File: src/rtl/uart_ping_initiator.sv
// -----------------------------------------------------------------------------
// uart_ping_initiator
//
// Host-side initiator for a UART byte-echo loopback. It sends an incrementing
// byte sequence through a UART core's transmit handshake and waits for each
// echo on the core's receive strobe. It then compares the echo with the byte
// that was sent and keeps saturating pass, mismatch and timeout statistics.
//
// Parameters
//   SEED            first byte sent after reset; later bytes are SEED+1, ... (mod 256)
//   TIMEOUT_CYCLES  maximum clk cycles spent waiting for an echo (>= 2)
//   GAP_CYCLES      idle clk cycles between transactions (>= 1)
//
// Ports
//   clk            system clock, rising edge
//   rst_n          asynchronous active-low reset
//   enable         level; 1 = run transactions back-to-back
//   clear          synchronous pulse; zeroes the three counters
//   tx_start       one-cycle "data ready" pulse to the UART core
//   tx_data        byte to transmit, valid while tx_start = 1
//   rx_valid       one-cycle "byte received" pulse from the UART core
//   rx_data        received byte, valid while rx_valid = 1
//   busy           1 whenever the FSM is not idle
//   err_pulse      one-cycle pulse on a mismatch or a timeout
//   last_sent      byte of the most recent transaction
//   last_rcvd      most recent echo captured while waiting
//   pass_count     matching echoes (saturating)
//   err_count      mismatching echoes (saturating)
//   timeout_count  transactions without an echo (saturating)
// -----------------------------------------------------------------------------
module uart_ping_initiator #(
    parameter logic [7:0]  SEED           = 8'h00,
    parameter int unsigned TIMEOUT_CYCLES = 1000000,
    parameter int unsigned GAP_CYCLES     = 16
) (
    input  logic        clk,
    input  logic        rst_n,
    input  logic        enable,
    input  logic        clear,
    output logic        tx_start,
    output logic [7:0]  tx_data,
    input  logic        rx_valid,
    input  logic [7:0]  rx_data,
    output logic        busy,
    output logic        err_pulse,
    output logic [7:0]  last_sent,
    output logic [7:0]  last_rcvd,
    output logic [15:0] pass_count,
    output logic [15:0] err_count,
    output logic [15:0] timeout_count
);

    typedef enum logic [2:0] {
        IDLE,
        SEND,
        WAIT,
        CHECK,
        GAP
    } state_t;

    // Terminal values of the shared timer in WAIT and GAP.
    localparam logic [31:0] TIMEOUT_LAST = 32'(TIMEOUT_CYCLES - 1);
    localparam logic [31:0] GAP_LAST     = 32'(GAP_CYCLES - 1);

    state_t      state;
    logic [7:0]  seq;
    logic [31:0] timer;
    logic [15:0] passCnt;
    logic [15:0] errCnt;
    logic [15:0] toCnt;

    assign pass_count    = passCnt;
    assign err_count     = errCnt;
    assign timeout_count = toCnt;

    // Saturating increment: statistics stick at 16'hFFFF instead of wrapping.
    function automatic logic [15:0] satInc(input logic [15:0] v);
        return (v == 16'hFFFF) ? v : v + 16'd1;
    endfunction

    always_ff @(posedge clk or negedge rst_n) begin
        if (!rst_n) begin
            state     <= IDLE;
            seq       <= SEED;
            timer     <= '0;
            tx_start  <= 1'b0;
            tx_data   <= '0;
            busy      <= 1'b0;
            err_pulse <= 1'b0;
            last_sent <= '0;
            last_rcvd <= '0;
            passCnt   <= '0;
            errCnt    <= '0;
            toCnt     <= '0;
        end else begin
            // Pulses are asserted only by the transition that needs them.
            tx_start  <= 1'b0;
            err_pulse <= 1'b0;

            case (state)
                IDLE: begin
                    if (enable) begin
                        state     <= SEND;
                        tx_start  <= 1'b1;
                        tx_data   <= seq;
                        last_sent <= seq;
                        busy      <= 1'b1;
                    end
                end

                SEND: begin
                    timer <= '0;
                    state <= WAIT;
                end

                // An echo in the timeout cycle takes precedence over the timeout.
                WAIT: begin
                    if (rx_valid) begin
                        last_rcvd <= rx_data;
                        state     <= CHECK;
                    end else if (timer == TIMEOUT_LAST) begin
                        toCnt     <= satInc(toCnt);
                        err_pulse <= 1'b1;
                        seq       <= seq + 8'd1;
                        timer     <= '0;
                        state     <= GAP;
                    end else begin
                        timer <= timer + 32'd1;
                    end
                end

                CHECK: begin
                    if (last_rcvd == last_sent) begin
                        passCnt <= satInc(passCnt);
                    end else begin
                        errCnt    <= satInc(errCnt);
                        err_pulse <= 1'b1;
                    end
                    seq   <= seq + 8'd1;
                    timer <= '0;
                    state <= GAP;
                end

                // enable is sampled only here and in IDLE, so dropping it
                // mid-transaction lets the current byte finish cleanly.
                GAP: begin
                    if (timer == GAP_LAST) begin
                        timer <= '0;
                        if (enable) begin
                            state     <= SEND;
                            tx_start  <= 1'b1;
                            tx_data   <= seq;
                            last_sent <= seq;
                        end else begin
                            state <= IDLE;
                            busy  <= 1'b0;
                        end
                    end else begin
                        timer <= timer + 32'd1;
                    end
                end

                default: begin
                    state <= IDLE;
                    busy  <= 1'b0;
                end
            endcase

            // Placed last so a clear overrides any increment in the same cycle.
            if (clear) begin
                passCnt <= '0;
                errCnt  <= '0;
                toCnt   <= '0;
            end
        end
    end

endmodule
File: config.mk
export PLATFORM = sky130hd
export DESIGN_NAME = uart_ping_initiator
export DESIGN_NICKNAME = d
export VERILOG_FILES = /design/src/rtl/uart_ping_initiator.sv
export SDC_FILE = /design/constraint.sdc
export NUM_CORES = 1
export LEC_CHECK = 0
export ABC_AREA = 1
export CAP_MARGIN = 30
export CELL_PAD_IN_SITES_DETAIL_PLACEMENT = 1
export CELL_PAD_IN_SITES_GLOBAL_PLACEMENT = 2
export CORE_ASPECT_RATIO = 1.2
export CORE_UTILIZATION = 33
export CTS_BUF_LIST = sky130_fd_sc_hd__clkbuf_8
export CTS_CLUSTER_DIAMETER = 150
export DETAILED_ROUTE_END_ITERATION = 12
export GPL_ROUTABILITY_DRIVEN = 0
export GPL_TIMING_DRIVEN = 1
export PLACE_DENSITY = 0.89
export SYNTH_ARGS = -nofsm -noshare
export SYNTH_HDL_FRONTEND = slang
export SYNTH_SLANG_ARGS = --single-unit
File: constraint.sdc
create_clock -name clk -period 2.07 [get_ports clk]
set_clock_uncertainty 0.15 [all_clocks]
set_input_delay 0.414 -clock clk [delete_from_list [all_inputs] [get_ports clk]]
set_output_delay 0.414 -clock clk [all_outputs]
set_load 0.01 [all_outputs]
# Yosys cells after proc, flatten, opt, wreduce, memory -nomap -nowiden
# Index checks and enable logic that the tools add are counted.
totals:
  reg_bits: 118
  inputBits: 13
  output_inout_bits: 75
op_classes:
  n_addsub: 5
  n_eq_ne: 21
  muxes: 43
  n_bitwise: 1
  reduce_logical: 19
ops:
  columns: ["op", "count"]
  rows:
  - ["$mux 16", 13]
  - ["$mux 32", 3]
  - ["$pmux 32 s3", 1]
  - ["$add 16x1->16 const B", 3]
  - ["$eq 16x16->1 const B", 3]
  - ["$mux 8", 6]
  - ["$pmux 8 s2", 3]
  - ["$add 32x1->32 const B", 1]
  - ["$eq 32x20->1 const B", 1]
  - ["$eq 32x4->1 const B", 1]
  - ["$ne 2x2->1 const B", 10]
  - ["$pmux 3 s5", 1]
  - ["$mux 3", 4]
  - ["$reduce_and 3->1", 4]
  - ["$reduce_bool 2->1", 6]
  - ["$mux 1", 9]
  - ["$add 8x1->8 const B", 1]
  - ["$eq 8x8->1", 1]
  - ["$reduce_and 4->1", 2]
  - ["$eq 3x2->1 const B", 2]
  - ["$reduce_and 2->1", 3]
  - ["$pmux 1 s2", 2]
  - ["$eq 3x1->1 const B", 1]
  - ["$eq 3x3->1 const B", 1]
  - ["7 further kinds", 7]

# Logic depth before layout (Yosys ltp)
# Gate-level depths: netlist of the first run.
logic_depth:
  word_depth: 6
  mapped_depth: 11
  depth_no_buf: 11

# Worst setup path before layout of the first run
# OpenSTA, ideal clock, no wires.
synth_path:
  kind: "reg2reg"
  startpoint: "reg errCnt[0] (netlist: err_count[0])"
  endpoint: "reg errCnt[2] (netlist: err_count[2])"
  setup_time_ps: 117
  arrival_ps: 1530
  required_ps: 1803
  slack_ps: 273
  path_stages_with_launch: 10
  path_buffers: 1
  period_less_slack_ps: 1797
  path_cell_list: "dfrtp_1 ha_1 nand2_1 nor3_4 nand4_2 nand3_2 nand2_4 buf_6 nand2_1 nand2_1"
synth_via:
  elab_chain_len: 5
  elab_cells_between_ends: 8
  cone_classes: "1 x add/sub; 2 x eq/ne; 4 x mux; 1 x reduce/logical"
synth_rtl:
  columns: ["item", "line_no", "rtl"]
  rows:
  - ["start: declaration", "69", "logic [15:0] errCnt;"]
  - ["start signal: assignment", "136", "errCnt <= satInc(errCnt);"]
  - ["$add 16x1->16", "78", "return (v == 16'hFFFF) ? v : v + 16'd1;"]
  - ["$mux 16", "78", null]
  - ["$mux 16", "133", "if (last_rcvd == last_sent) begin"]
  - ["$mux 16", "100", "case (state)"]
  - ["$mux 16", "170", "if (clear) begin"]
# Parallel ways exist; a longest one is shown, timed or not. The select of a mux whose other input is x is not followed.
# A chain may end at the register's enable or synchronous reset.

# Final worst setup path of the first run
layout_path:
  startpoint: "reg last_rcvd[1]"
  endpoint: "out last_rcvd[1]"
layout_rtl:
  columns: ["item", "line_no", "rtl"]
  rows:
  - ["start: declaration", "47", "output logic [7:0] last_rcvd,"]
  - ["start signal: assignment", "119", "last_rcvd <= rx_data;"]
# No word-level cell between the ends.

==> results of run 1 <==
-- flip-flops by register name, summed over array words and instances, names as in the netlist --
name and cells:
pass_count 16, seq 8, state 3, tx_data 8, last_rcvd 8, timer 32
busy 1, timeout_count 16, err_pulse 1, err_count 16, tx_start 1
-- power by group --
part           internal (uW)  leakage [uW]  switching [uW]
Sequential              2430       0.00147             312
Clock                    617      0.000112             868
Combinational           1150       0.00254            1610
-- layer usage --
| metal | share of wire | routed length [um] |
|---|---|---|
| met1 | 0.43 | 9420 |
| met2 | 0.54 | 11900 |
| met5 | 0 | 0 |
| met4 | 0.014 | 311 |
| met3 | 0.018 | 400 |
-- Yosys cell counts (all sizes together) --
cell type | instances | share of area
nor4 | 1 | 0.00089
nand3b | 13 | 0.014
ha | 5 | 0.0089
and3 | 1 | 0.00089
xnor2 | 14 | 0.017
o2111ai | 10 | 0.012
o21bai | 4 | 0.0043
nand3 | 102 | 0.081
clkbuf | 8 | 0.0043
nor3b | 2 | 0.0028
inv | 80 | 0.043
nand4 | 13 | 0.014
clkinv | 1 | 0.00053
dfrtp | 110 | 0.39
a21oi | 4 | 0.0028
nand2 | 358 | 0.20
xor2 | 40 | 0.050
buf | 21 | 0.023
o211ai | 2 | 0.0021
nor3 | 19 | 0.017
nor2 | 151 | 0.088
o21ai | 30 | 0.023
or2 | 4 | 0.0036
a22oi | 1 | 0.0011
-- logic make-up (layout without fill, tap and decap cells) --
group	count (synthesis)	in the layout	synth area share
flops	110	110	0.391
buf+inv	110	247	0.0703
simple gates	664	665	0.418
compound gates	51	51	0.0456
xor+xnor	54	54	0.0671
fa+ha+maj	5	5	0.00888
-- metrics by stage --
step	hold slack (ns)	power (uW)	std cells	cell area, um2
6_report	0.320	6980	1402	8920
4_1_cts	0.306	7030	1399	8810
3_3_place_gp	0.226	5450	1382	8580
5_1_grt	0.347	7430	1402	8920
3_5_place_dp	0.228	5510	1382	8580
2_1_floorplan	-0.0316	4210	994	7050
-- final cells by class --
type	count	share of cell area
Tap cell	270	0.0379
Inverter	81	0.0341
Clock buffer	10	0.0154
Sequential cell	110	0.311
Timing Repair Buffer	150	0.161
Multi-Input combinational cell	775	0.432
Clock inverter	6	0.00897
-- repair_timing --
item,in CTS,in global routing
endpoints found under the hold margin,23,0
setup endpoints to repair,4,68
pin swaps,0,3
cloned,0,2
resized for setup,4,31
setup buffers,0,1
hold buffers,1,0
-- worst min-delay path by stage --
| stage | slack (ns) | endpoint | startpoint | depth (start not counted) |
|---|---|---|---|---|
| detailed placement | 0.23 | pass_count[2]$_DFFE_PN0P_ | rst_n | 1 |
| floorplan | -0.03 | busy$_DFFE_PN0P_ | rst_n | 0 |
| CTS | 0.31 | pass_count[2]$_DFFE_PN0P_ | rst_n | 2 |
| finish | 0.32 | pass_count[2]$_DFFE_PN0P_ | rst_n | 2 |
| global placement | 0.23 | pass_count[1]$_DFFE_PN0P_ | rst_n | 1 |
| global route | 0.35 | pass_count[1]$_DFFE_PN0P_ | rst_n | 2 |
-- layout by cell type (no fill, tap or decap), types with 5 or more instances in the layout --
| cell type | count |
|---|---|
| nand3_2 | 11 |
| o21ai_0 | 9 |
| buf_12 | 5 |
| xnor2_1 | 14 |
| o2111ai_1 | 10 |
| o21ai_1 | 20 |
| nand3b_1 | 13 |
| nor2_4 | 5 |
| nand4_1 | 10 |
| xor2_1 | 40 |
| nand3_1 | 90 |
| clkbuf_8 | 10 |
| nor3_1 | 16 |
| dfrtp_2 | 16 |
| dlymetal6s2s_1 | 5 |
| inv_2 | 22 |
| nor2_1 | 133 |
| nand2_2 | 7 |
| dfrtp_1 | 94 |
| inv_1 | 58 |
| nand2_1 | 348 |
| nor2_2 | 13 |
| clkdlybuf4s50_1 | 81 |
| buf_4 | 56 |
==> out/metrics.yaml, run 1 <==
hold_path:
  hp-class: "in -> async"
place:
  io_buf_count: 87
  place_worst_setup_slack_ns: -0.0935
  dpl.hpwl_um: 17000
clock_network:
  cts.sink_count: 110
  clock_tree.buffer_depth: 2
  cts_tree: "done"
  tritoncts.num_buffers: 9
  cts-htree-levels: 3
  clk_pin_slew_ns: 0.12
  clock_insertion_delay_worst_skew_ns: 0.41
  clock_tree.root_cell: "clkbuf_8"
timing:
  max_clock_freq_ghz: 0.492
  setup_slack_ns: 0.0372
  max_slew_margin: 0.722
  drv_slew: 0
  timing.final.crit_share: 0.982
  tightestPinTransition_ns: 0.414
  setup_viol: 0
  report.final.hold_viol_count: 0
  min_period_ns: 2.03
  rsz0062_at_grt: "no"
  setup-tns-final_ns: 0
synthesis:
  synth_fp_nets: 1012
  netlist-cell-type-count: 40
  avgSynthCellArea_um2: 7.09
  synth-seq-cells: 110
  synthesis.instances: 994
  sequential_share_of_the_synthesized_area: 0.391
  synth_warnings: 0
  synthesis.area_mm2: 0.00705
worst_setup_path:
  rr_worst_depth: 10
  timing.critical_path.slowest_cell_delay_ns: 0.61
  critPathCaptureType: "output pin"
  critical_path_start_type: "register"
  timing.critical_path.cells: "clkdlybuf4s50_1"
  crit_path_end: "last_rcvd[1]"
  rr_startpoint: "timer[0]$_DFFE_PN0P_"
  critPathBufInv: 1
  crit_fanout: 3
  worst-path-stages: 1
  highest_delay_cell_along_the_critical_path: "clkdlybuf4s50_1"
  worst-endpoint-required_ns: 1.51
  crit_arrival_ns: 1.47
  path_delay_family: "buffers and inverters"
  critPathLaunch: "last_rcvd[1]$_DFFE_PN0P_"
  r2r_setup_slack_ns: 0.06
  crit_path_class: "reg -> out"
  critical_path.reg2reg.endpoint: "timer[22]$_DFFE_PN0P_"
cells_and_area:
  areaGrowthSynthToFinish_pct: 26.6
  layout-drive-gt1-share: 0.151
  antenna-diode-count: 0
  multi_input_area_mm2: 0.00385
  layout.nets: 1145
  fill_cells: 2657
  finish.utilization: 0.426
  seqCellArea_mm2: 0.00277
run:
  max_cap_violations: 0
drt:
  vias: 6909
  remaining_drc_errors: 0
  router_iterations_before_antenna_repair: 4
  routedWlPerCell_um: 15.7
  vias_per_cell: 4.93
  routed_wl_um: 22100
  ant_nets: 0
  drt_iter0_markers: 277
floorplan:
  total_die_area_mm2: 0.0219
  boundaryPins: 88
  floorplan.initialDensity: 0.336
  chipWidth_um: 135
  core_area_mm2: 0.0210
  num_rows: 58
  chipHeight_um: 162
global_route:
  initial_antenna_violation_count: 0
  grt_remaining_overflow: 0
  global_route.peak_usage_layer: "met2"
  met2_usage: 0.399
  grt.met3_usage: 0.0243
  grt_pass1_vias: 7311
  grt_first_pass_wirelength_um: 36300
  largest_net_degree_at_the_start_of_global_routing: 32
  grt.met1_usage: 0.245
  grtUsageTotal: 0.210
power_and_ir_drop:
  cell_pwr_density_mw_per_mm2: 782
  vdd_ir_drop_max_mv: 0.371
  cellLeakagePower_uw: 0.00412
status:
  outcome: "completed"
Note: power is estimated with default switching activity, not from simulation.
==> run 2: changes to the inputs <==
- HOLD_SLACK_MARGIN: unset -> 0.15
==> results of run 2 <==
The final DEF is identical to that of run 1; final timing and power are the same.
==> run 3: changes to the inputs <==
- ABC_AREA: 1 -> unset
- CORE_UTILIZATION: 33 -> 35
- PLACE_DENSITY: 0.89 -> 0.88
==> run 3 against run 2 <==
  * The run now ends with negative setup slack left
  * Sequential share of layout area shrank 1.8 points
  * Area after synthesis down 12%
  * Sequential power grew 5%
  * Flip-flop and latch count did not move
  * Critical path depth grew 5
  * Total power increased by 13%
  * Via count shrank 6.4%
  * Largest power group unchanged
  * Highest routed layer unchanged
==> out/metrics.yaml, run 3 <==
global_route:
  grt_first_pass_wirelength_um: 36200  # -0.29%
  largest_net_degree_at_the_start_of_global_routing: 37  # +16%
  grtUsageTotal: 0.254  # +0.0441
  grt_remaining_overflow: 0  # unchanged
  initial_antenna_violation_count: 0  # unchanged
  grt_pass1_vias: 7070  # -3.3%
clock_network:
  cts-htree-levels: 3  # unchanged
  cts.sink_count: 110  # unchanged
  tritoncts.num_buffers: 9  # unchanged
  clock_tree.buffer_depth: 2  # unchanged
  clk_pin_slew_ns: 0.11  # about the same
  clock_insertion_delay_worst_skew_ns: 0.41  # about the same
  clock_tree.root_cell: "clkbuf_8"
  cts_tree: "done"
synthesis:
  postSynth.asyncResetShare: 1.00  # unchanged
  dominant_cell_by_count_in_the_synthesized_netlist: "dfrtp_1"
  synthesis.area_mm2: 0.00617  # -12%
  synth-seq-cells: 110  # unchanged
  synth.largest_area_cell: "dfrtp_1"
  synthesis.instances: 656  # -34%
  synth_warnings: 0  # unchanged
  netlist-cell-type-count: 58  # +45%
  avgSynthCellArea_um2: 9.41  # +33%
  synth_fp_nets: 674  # -33%
  post_synth_most_frequent_cells: "110 x dfrtp_1, 47 x nand2_1, 45 x a21oi_1, 42 x nand3_1, 37 x nor2_1"
  synth_top_cell_area_share: 0.446  # +0.0553
  sequential_share_of_the_synthesized_area: 0.446  # +0.0553
  synth_ff_type: "dfrtp_1"
  ys_top_cells_by_area: "dfrtp_1 45%, mux2_2 5.1%, a21oi_1 3.6%"
  synth-edff-count: 0  # unchanged
drt:
  routedWlPerCell_um: 21.1  # +34%
  router_iterations_before_antenna_repair: 4  # unchanged
  vias_per_cell: 5.85  # +19%
  drt_iter0_markers: 293  # +5.8%
  vias: 6468  # -6.4%
  ant_nets: 0  # unchanged
  remaining_drc_errors: 0  # unchanged
  routed_wl_um: 23300  # +5.5%
timing:
  max_slew_margin: 0.567  # -0.154
  max_clock_freq_ghz: 0.399  # -19%
  setup_slack_ns: -0.438  # -0.475 ns
  min_period_ns: 2.51  # +0.475 ns
  drv_slew: 0  # unchanged
  report.final.hold_viol_count: 0  # unchanged
  rsz0062_at_grt: "yes"
  hold_slack_ns: 0.293  # -0.0269 ns
  tightestPinTransition_ns: 0.646  # +0.232 ns
  setup_viol: 102  # +102
  timing.final.crit_share: 1.21  # +0.230
  setup-tns-final_ns: -31.95  # -31.95 ns
worst_setup_path:
  crit_path_end: "timeout_count[9]$_DFFE_PN0P_"
  critPathCaptureType: "register"
  critical_path_start_type: "register"
  rr_worst_depth: 6  # -4
  critical_path.reg2reg.endpoint: "timeout_count[9]$_DFFE_PN0P_"
  crit_path_class: "reg -> reg"
  crit_fanout: 29  # +26
  worst-endpoint-required_ns: 2.26  # +0.75 ns
  critPathLaunch: "timer[20]$_DFFE_PN0P_"
  rr_startpoint: "timer[20]$_DFFE_PN0P_"
  crit_arrival_ns: 2.69  # +1.22 ns
  r2r_setup_slack_ns: -0.44  # -0.50 ns
status:
  outcome: "complete, but fails checks"
  violations: "negative setup slack"
floorplan:
  total_die_area_mm2: 0.0182  # -17%
  chipWidth_um: 123  # -9.0%
  floorplan.initialDensity: 0.362  # +0.0261
  num_rows: 52  # -10%
  core_area_mm2: 0.0170  # -19%
  chipHeight_um: 147  # -9.0%
  boundaryPins: 88  # unchanged
cells_and_area:
  layout-drive-gt1-share: 0.343  # +0.192
  layout.nets: 903  # -21%
  most-common-layout-cells: "147 x buf_4, 110 x dfrtp_1, 64 x clkdlybuf4s50_1"
  antenna-diode-count: 0  # unchanged
  areaGrowthSynthToFinish_pct: 52.2
  layout.cells.non_filler: 1105  # -21%
  largest_register_ffs: 32  # unchanged
  largest-register: "timer"
  fill_cells: 1865  # -30%
  final_common_cell: "buf_4"
power_and_ir_drop:
  vdd_ir_drop_max_mv: 0.607  # +63%
  total_power_uw: 7860  # +13%
  cellLeakagePower_uw: 0.00396  # -3.9%
  cell_pwr_density_mw_per_mm2: 836  # +6.9%
run:
  max_cap_violations: 0  # unchanged
place:
  place.detailed.instances: 1072  # -22%
  io_buf_count: 87  # unchanged
  place_worst_setup_slack_ns: -0.522  # -0.428 ns
  dpl.hpwl_um: 15500  # -8.7%
hold_path:
  hp-class: "in -> async"
==> run 3: changes by cell type after synthesis, sizes merged, moves of 24 or more <==
cell,delta
a21oi,+42
nor2,-114
or4,+30
o31ai,+24
inv,-64
nand2,-311
nand3,-60
xor2,-25
mux2,+28
==> run 3: worst max-delay path, cell delays in order (launching register included) <==
cell	delay [ns]
dfrtp_1	0.40
or4_4	0.58
nor4_4	0.31
nand4_1	0.14
buf_6	0.21
or4_1	0.51
a21oi_1	0.14
==> run 3: cell families (layout without fill, tap and decap cells) <==
logic type,after synthesis,count (layout),share of synthesized area
compound gates,152,153,0.167
xor+xnor,19,19,0.0270
fa+ha+maj,5,5,0.0101
buf+inv,58,290,0.0415
flops,110,110,0.446
mux,29,29,0.0527
simple gates,283,283,0.256
==> run 3: per-layer routing <==
layer | global-route usage | share of wire | up-vias | wire length [um]
met5 | 0 | 0 | - | 0
met4 | 0.124 | 0.032 | 0 | 750
met3 | 0.0340 | 0.029 | 56 | 685
met2 | 0.458 | 0.54 | 147 | 12600
met1 | 0.289 | 0.40 | 3323 | 9270
li1 | - | - | 2942 | -
==> run 3: worst min-delay path by stage <==
stage / from / endpoint / slack (ns)
floorplan: rst_n / busy$_DFFE_PN0P_ / -0.03
finish: rst_n / err_count[2]$_DFFE_PN0P_ / 0.29
CTS: rst_n / err_count[2]$_DFFE_PN0P_ / 0.29
global route: rst_n / err_count[3]$_DFFE_PN0P_ / 0.32
detailed placement: rst_n / err_count[2]$_DFFE_PN0P_ / 0.18
global placement: rst_n / err_count[2]$_DFFE_PN0P_ / 0.18
==> run 3: through the flow <==
step | cell area [um2] | util
detailed placement | 8450 | 0.496
finish | 9400 | 0.551
CTS | 9140 | 0.536
global placement | 8450 | 0.496
global route | 9400 | 0.551
floorplan | 6340 | -
==> run 3: what timing repair did <==
| action | in CTS | in global routing |
|---|---|---|
| gates cloned | 6 | 0 |
| buffers inserted | 5 | 8 |
| endpoints found under the hold margin | 90 | 0 |
| pin swaps | 34 | 14 |
| endpoints found under the setup margin | 103 | 120 |
| hold buffers | 1 | 0 |
| gates resized for setup | 76 | 54 |
==> run 3: cell type report <==
class	instances	area, um2	share of cell area
clock buffers	9	124	0.0132
multi-input cells	489	3740	0.398
repair buffers	258	2380	0.253
clock inverters	6	70.1	0.00746
flip-flops and latches	110	2750	0.293
inverters	17	63.8	0.00679
well taps	216	270	0.0288
==> run 3: power breakdown <==
| part | leakage, uW | total (uW) | internal (uW) | switching (uW) |
|---|---|---|---|---|
| sequential | 0.00144 | 2870 | 2500 | 365 |
| clock | 0.000100 | 1400 | 566 | 831 |
| combinational | 0.00243 | 3600 | 1860 | 1740 |
| total | 0.00396 | 7860 | 4920 | 2930 |
==> edit 1: new RTL, config.mk and constraints of run 2 <==
Re-encode `state_t` (5 states) as one-hot, 5 bits wide.
--- a/src/rtl/uart_ping_initiator.sv
+++ b/src/rtl/uart_ping_initiator.sv
@@ -52,8 +52,8 @@
 
-    typedef enum logic [2:0] {
-        IDLE,
-        SEND,
-        WAIT,
-        CHECK,
-        GAP
+    typedef enum logic [4:0] {
+        IDLE  = 5'b00001,
+        SEND  = 5'b00010,
+        WAIT  = 5'b00100,
+        CHECK = 5'b01000,
+        GAP   = 5'b10000
     } state_t;
Check against the original RTL: no difference found for any inputs over 10 cycles, from zero or initial values and one cycle with rst_n low; not proved beyond that.
==> edit 1 against run 2 <==
- register-to-register slack improved by 70 ps
- sequential share of layout area up 1.1 points
- setup slack improved by 15 ps
- sequential cell count increased by 2
- area after synthesis up 1.3%
- hold slack improved by 39 ps
- non-clock buffer count fell by 15
- cell area down 0.95%
- power grew 0.81%
- critical endpoint is now err_count[1]
- wire length fell by 2.4%
- count of clock-buffer cells in the layout is 1 lower
- sequential power is 12% higher
==> edit 1: results (changes against run 2) <==
| Metric | Value |
|---|---|
| Status | `finished, final reports clean` |
| DR vias | `6984 (+1.1%)` |
| Global Route met3 Usage | `0.0220 (-0.00231)` |
| Seq pwr | `0.00306 W (+12%)` |
| GRT Util Overall | `0.206 (-0.00369)` |
| Clock Latency Late Sink | `430 ps (+20 ps)` |
| CP max stage delay | `530 ps (-80 ps)` |
| Arrival time worst endpoint | `1450 ps (-20 ps)` |
| Met1 usage in global routing | `0.251 (+0.00603)` |
| Largest net degree at the start of global routing | `80 (+150%)` |
| Synth Area in Adders | `0.0105 (+0.00164)` |
| Mapped Nets | `1068 (+5.5%)` |
| Routed wl met3 | `339 um (-15%)` |
| Fillers | `2747 (+3.4%)` |
| Worst slew margin relative to its limit | `0.642 (-0.0801)` |
| Post-CTS Resized | `19 (+15)` |
| Non-clock buffer share | `0.147 (-0.0147)` |
| Logic inverters | `85 (+4.9%)` |
| Leak Pwr | `4.29 nW (+4.1%)` |
| Post-synth ARST share | `1.00 (unchanged)` |
| R2R depth | `8 (-2)` |
| Inserted Clock Buffers | `9 (unchanged)` |
| Synth top area cells | `dfrtp_1 39%, nand2_1 19%, nor2_1 11%, nand3_1 7.6%, inv_1 4.3%` |
| Fraction of area in registers | `0.322 (+0.0111)` |
| Reg-to-reg startpoint | `err_count[0]` |
| M1 wire length | `9630 um (+2.2%)` |
| Max reg flops | `32 (unchanged)` |
| Clock buf/inv share | `0.0246 (+0.000235)` |
| Clk root buf | `clkbuf_8` |
| VDD IR max | `374 uV (+0.61%)` |
| Clock slew at reported path FFs | `140 ps (+20 ps)` |
| First-pass GRT wire length | `36200 um (-0.21%)` |
| Vias in the first global route | `7168 (-2.0%)` |
| Critical R2R Capture | `err_count[11]` |
| CTS Sinks | `112 (+1.8%)` |
| Yosys cell types | `32 (-20%)` |
| CP max FO | `4 (+1)` |
| P_int | `0.00415 W (-1.2%)` |
| Slowest CP cell | `clkdlybuf4s50_1` |
| Hold Crit Class | `input pin to register` |
| Synth Area in Compound Gates | `0.0203 (-0.0253)` |
| Non-clk bufs | `135 (-10%)` |
| Total wire length | `21500 um (-2.4%)` |
| Final #Nets | `1181 (+3.1%)` |
| Routed wl met2 | `11100 um (-6.9%)` |
| Sequential area share after synthesis | `0.393 (+0.00205)` |
| Share of layout cells above drive strength 1 | `0.114 (-0.0371)` |
| FF-to-FF setup slack | `130 ps (+70 ps)` |
| Global routing usage on met2 | `0.370 (-0.0287)` |
| DRC marker count from the first detailed-route iteration | `246 (-11%)` |
| Hpwl dp | `16300 um (-4.1%)` |
| Fraction of area in multi-input gates | `0.433 (+0.00104)` |
| CP startpoint | `err_count[1]` |
| XOR/XNOR Fraction of Synth Area | `0.0613 (-0.00579)` |
| Comb_multi_in | `819 (+5.7%)` |
| Setup crit end | `err_count[1]` |
## edit 1: cell count changes after synthesis, sizes merged, moves of 6 or more
cell     before  now
nand3b       13    1
xor2         40   32
o2111ai      10    0
o21ai        30   10
nand2       358  376
a21oi         4   10
nand4        13   20
nand3       102  114
nor2        151  209
## edit 1: through the flow
| stage | util | setup slack [ps] | cell area, sq um | instances | power [W] |
|---|---|---|---|---|---|
| after floorplan | - | 235 | 7140 | 1049 | 0.00454 |
| after global placement | 0.403 | 74.1 | 8500 | 1417 | 0.00553 |
| after detailed placement | 0.403 | 28.6 | 8500 | 1417 | 0.00564 |
| after CTS | 0.414 | 0.537 | 8750 | 1435 | 0.00715 |
| after global routing | 0.419 | 0.441 | 8840 | 1437 | 0.00759 |
| final | 0.419 | 52.3 | 8840 | 1437 | 0.00704 |
## edit 1: worst min-delay path, cell delays in order
cell             delay [ps]
clkdlybuf4s50_1         390
nand2_1                  60
nand2_1                  50
==> edit 2: new RTL, flow settings as in run 2 <==
Without the edit above. Change the parameter `GAP_CYCLES` from 16 to 15.
--- a/src/rtl/uart_ping_initiator.sv
+++ b/src/rtl/uart_ping_initiator.sv
@@ -33,3 +33,3 @@
     parameter int unsigned TIMEOUT_CYCLES = 1000000,
-    parameter int unsigned GAP_CYCLES     = 16
+    parameter int unsigned GAP_CYCLES     = 15
 ) (
Check against the original RTL: same outputs for any inputs over 10 cycles, from zero or initial values and one cycle with rst_n low; that may be too few to reach the edited logic, so the function may still have changed.
==> edit 2 against run 2 <==
- maximum frequency is 0.27% higher
- sequential cell count stayed put
- largest cell class unchanged
- cell area is 0.11% lower
- wire length is 1.6% lower
- sequential power is 5% higher
- power is 2.5% higher
- largest power group unchanged
- setup slack better by 5.4 ps
- combinational power is 7.2% higher
- area after synthesis is 1.3% higher
- critical endpoint is now err_count[7]
- register-to-register slack better by 40 ps
==> edit 2: results (changes against run 2) <==
| Metric | Value |
|---|---|
| Status | `finished, final reports clean` |
| Comb_multi_in | `794 (+2.5%)` |
| Reg-to-reg startpoint | `timer[13]` |
| Fraction of area in multi-input gates | `0.439 (+0.00708)` |
| Final #Nets | `1180 (+3.1%)` |
| Leak Pwr | `4.23 nW (+2.6%)` |
| Setup WS pre-CTS | `-112 ps (-18.8 ps)` |
| # clk buffers | `11 (+1)` |
| Logic inverters | `100 (+23%)` |
| DR vias | `6944 (+0.51%)` |
| Worst slew margin relative to its limit | `0.563 (-0.158)` |
| Clock buf/inv share | `0.0209 (-0.00348)` |
| Hpwl dp | `16500 um (-3.0%)` |
| Global Route met3 Usage | `0.0171 (-0.00727)` |
| Sequential area share after synthesis | `0.386 (-0.00500)` |
| CP max stage delay | `580 ps (-30 ps)` |
| Routed wl met3 | `350 um (-13%)` |
| Share of layout cells above drive strength 1 | `0.125 (-0.0258)` |
| Synth top area cells | `dfrtp_1 39%, nand2_1 20%, nor2_1 7.8%, nand3_1 5.4%, inv_1 4.8%` |
| Fillers | `2683 (+0.98%)` |
| Via density | `4.84 (-1.9%)` |
| Max reg flops | `32 (unchanged)` |
| Placed cells | `1414 (+2.3%)` |
| Sequential Area | `2770 sq um (-0.23%)` |
| Yosys top cell area share | `0.386 (-0.00500)` |
| Largest net degree at the start of global routing | `111 (+250%)` |
| Total wire length | `21700 um (-1.6%)` |
| Global routing usage on met2 | `0.366 (-0.0324)` |
| CP max FO | `6 (+3)` |
| M1 wire length | `9990 um (+6.0%)` |
| Met1 usage in global routing | `0.266 (+0.0210)` |
| Switching share of power | `0.405 (+0.00556)` |
| Seq_cells | `110 (unchanged)` |
| Avg Inst Size Synth | `6.94 sq um (-2.1%)` |
| Non-clock buffer share | `0.150 (-0.0116)` |
| Hold Crit Class | `register to register` |
| Synth top cells by count | `381 x nand2_1, 148 x nor2_1, 110 x dfrtp_1` |
| Yosys cell types | `37 (-7.5%)` |
| GRT Util Overall | `0.207 (-0.00287)` |
| Post-DP Area | `8580 sq um (about the same)` |
| Routed wl met2 | `11100 um (-7.0%)` |
| CP startpoint | `err_count[7]` |
| VDD IR max | `379 uV (+2.0%)` |
edit 2: cell types whose count changed after synthesis, sizes merged, moves of 5 or more:
cell | before | now
nand2 | 358 | 388
o2111ai | 10 | 5
o21ai | 30 | 11
nand3 | 102 | 83
nand4 | 13 | 37
nor2 | 151 | 175
nand3b | 13 | 2
inv | 80 | 98
edit 2: logic make-up (layout without fill, tap and decap cells):
kind of cell | Yosys count | count (layout) | share of synthesized area
xor gates and xnor gates | 54 | 54 | 0.0662
DFF | 110 | 110 | 0.386
adders and majority gates | 6 | 6 | 0.0105
buffers and inverters | 125 | 262 | 0.0783
and+or+nand+nor | 709 | 710 | 0.435
AOI/OAI and AO/OA | 24 | 24 | 0.0245
edit 2: repair_timing:
item / CTS / global route
buffers inserted: 0 / 4
hold endpoints to repair: 110 / 0
resized for setup: 1 / 31
endpoints found under the setup margin: 2 / 84
hold buffers: 1 / 0
gates cloned: 0 / 1
pin swaps: 0 / 2
edit 2: power groups by stage:
stage / clock network [W] / logic (W) / registers [W]
detailed placement: 0 / 0.00295 / 0.00292
finish: 0.00132 / 0.00296 / 0.00288
global route: 0.00143 / 0.00327 / 0.00293
global placement: 0 / 0.00287 / 0.00292
floorplan: 0 / 0.00156 / 0.00293
CTS: 0.00136 / 0.00296 / 0.00288
edit 2: final timing paths:
check                                     to  slack, ps  depth (start not counted)
max reg2reg                         timer[3]        100                          9
max                             err_count[7]         40                          1
min in group asynchronous  timeout_count[14]        460                          3
min reg2reg                   pass_count[15]        380                          2
max in group asynchronous           timer[8]        750                          3
min                           pass_count[15]        380                          2
edit 2: stage by stage:
stage | utilization | total power, W
floorplan | - | 0.00450
global placement | 0.406 | 0.00579
detailed placement | 0.406 | 0.00587
CTS | 0.416 | 0.00720
global route | 0.422 | 0.00764
finish | 0.422 | 0.00716
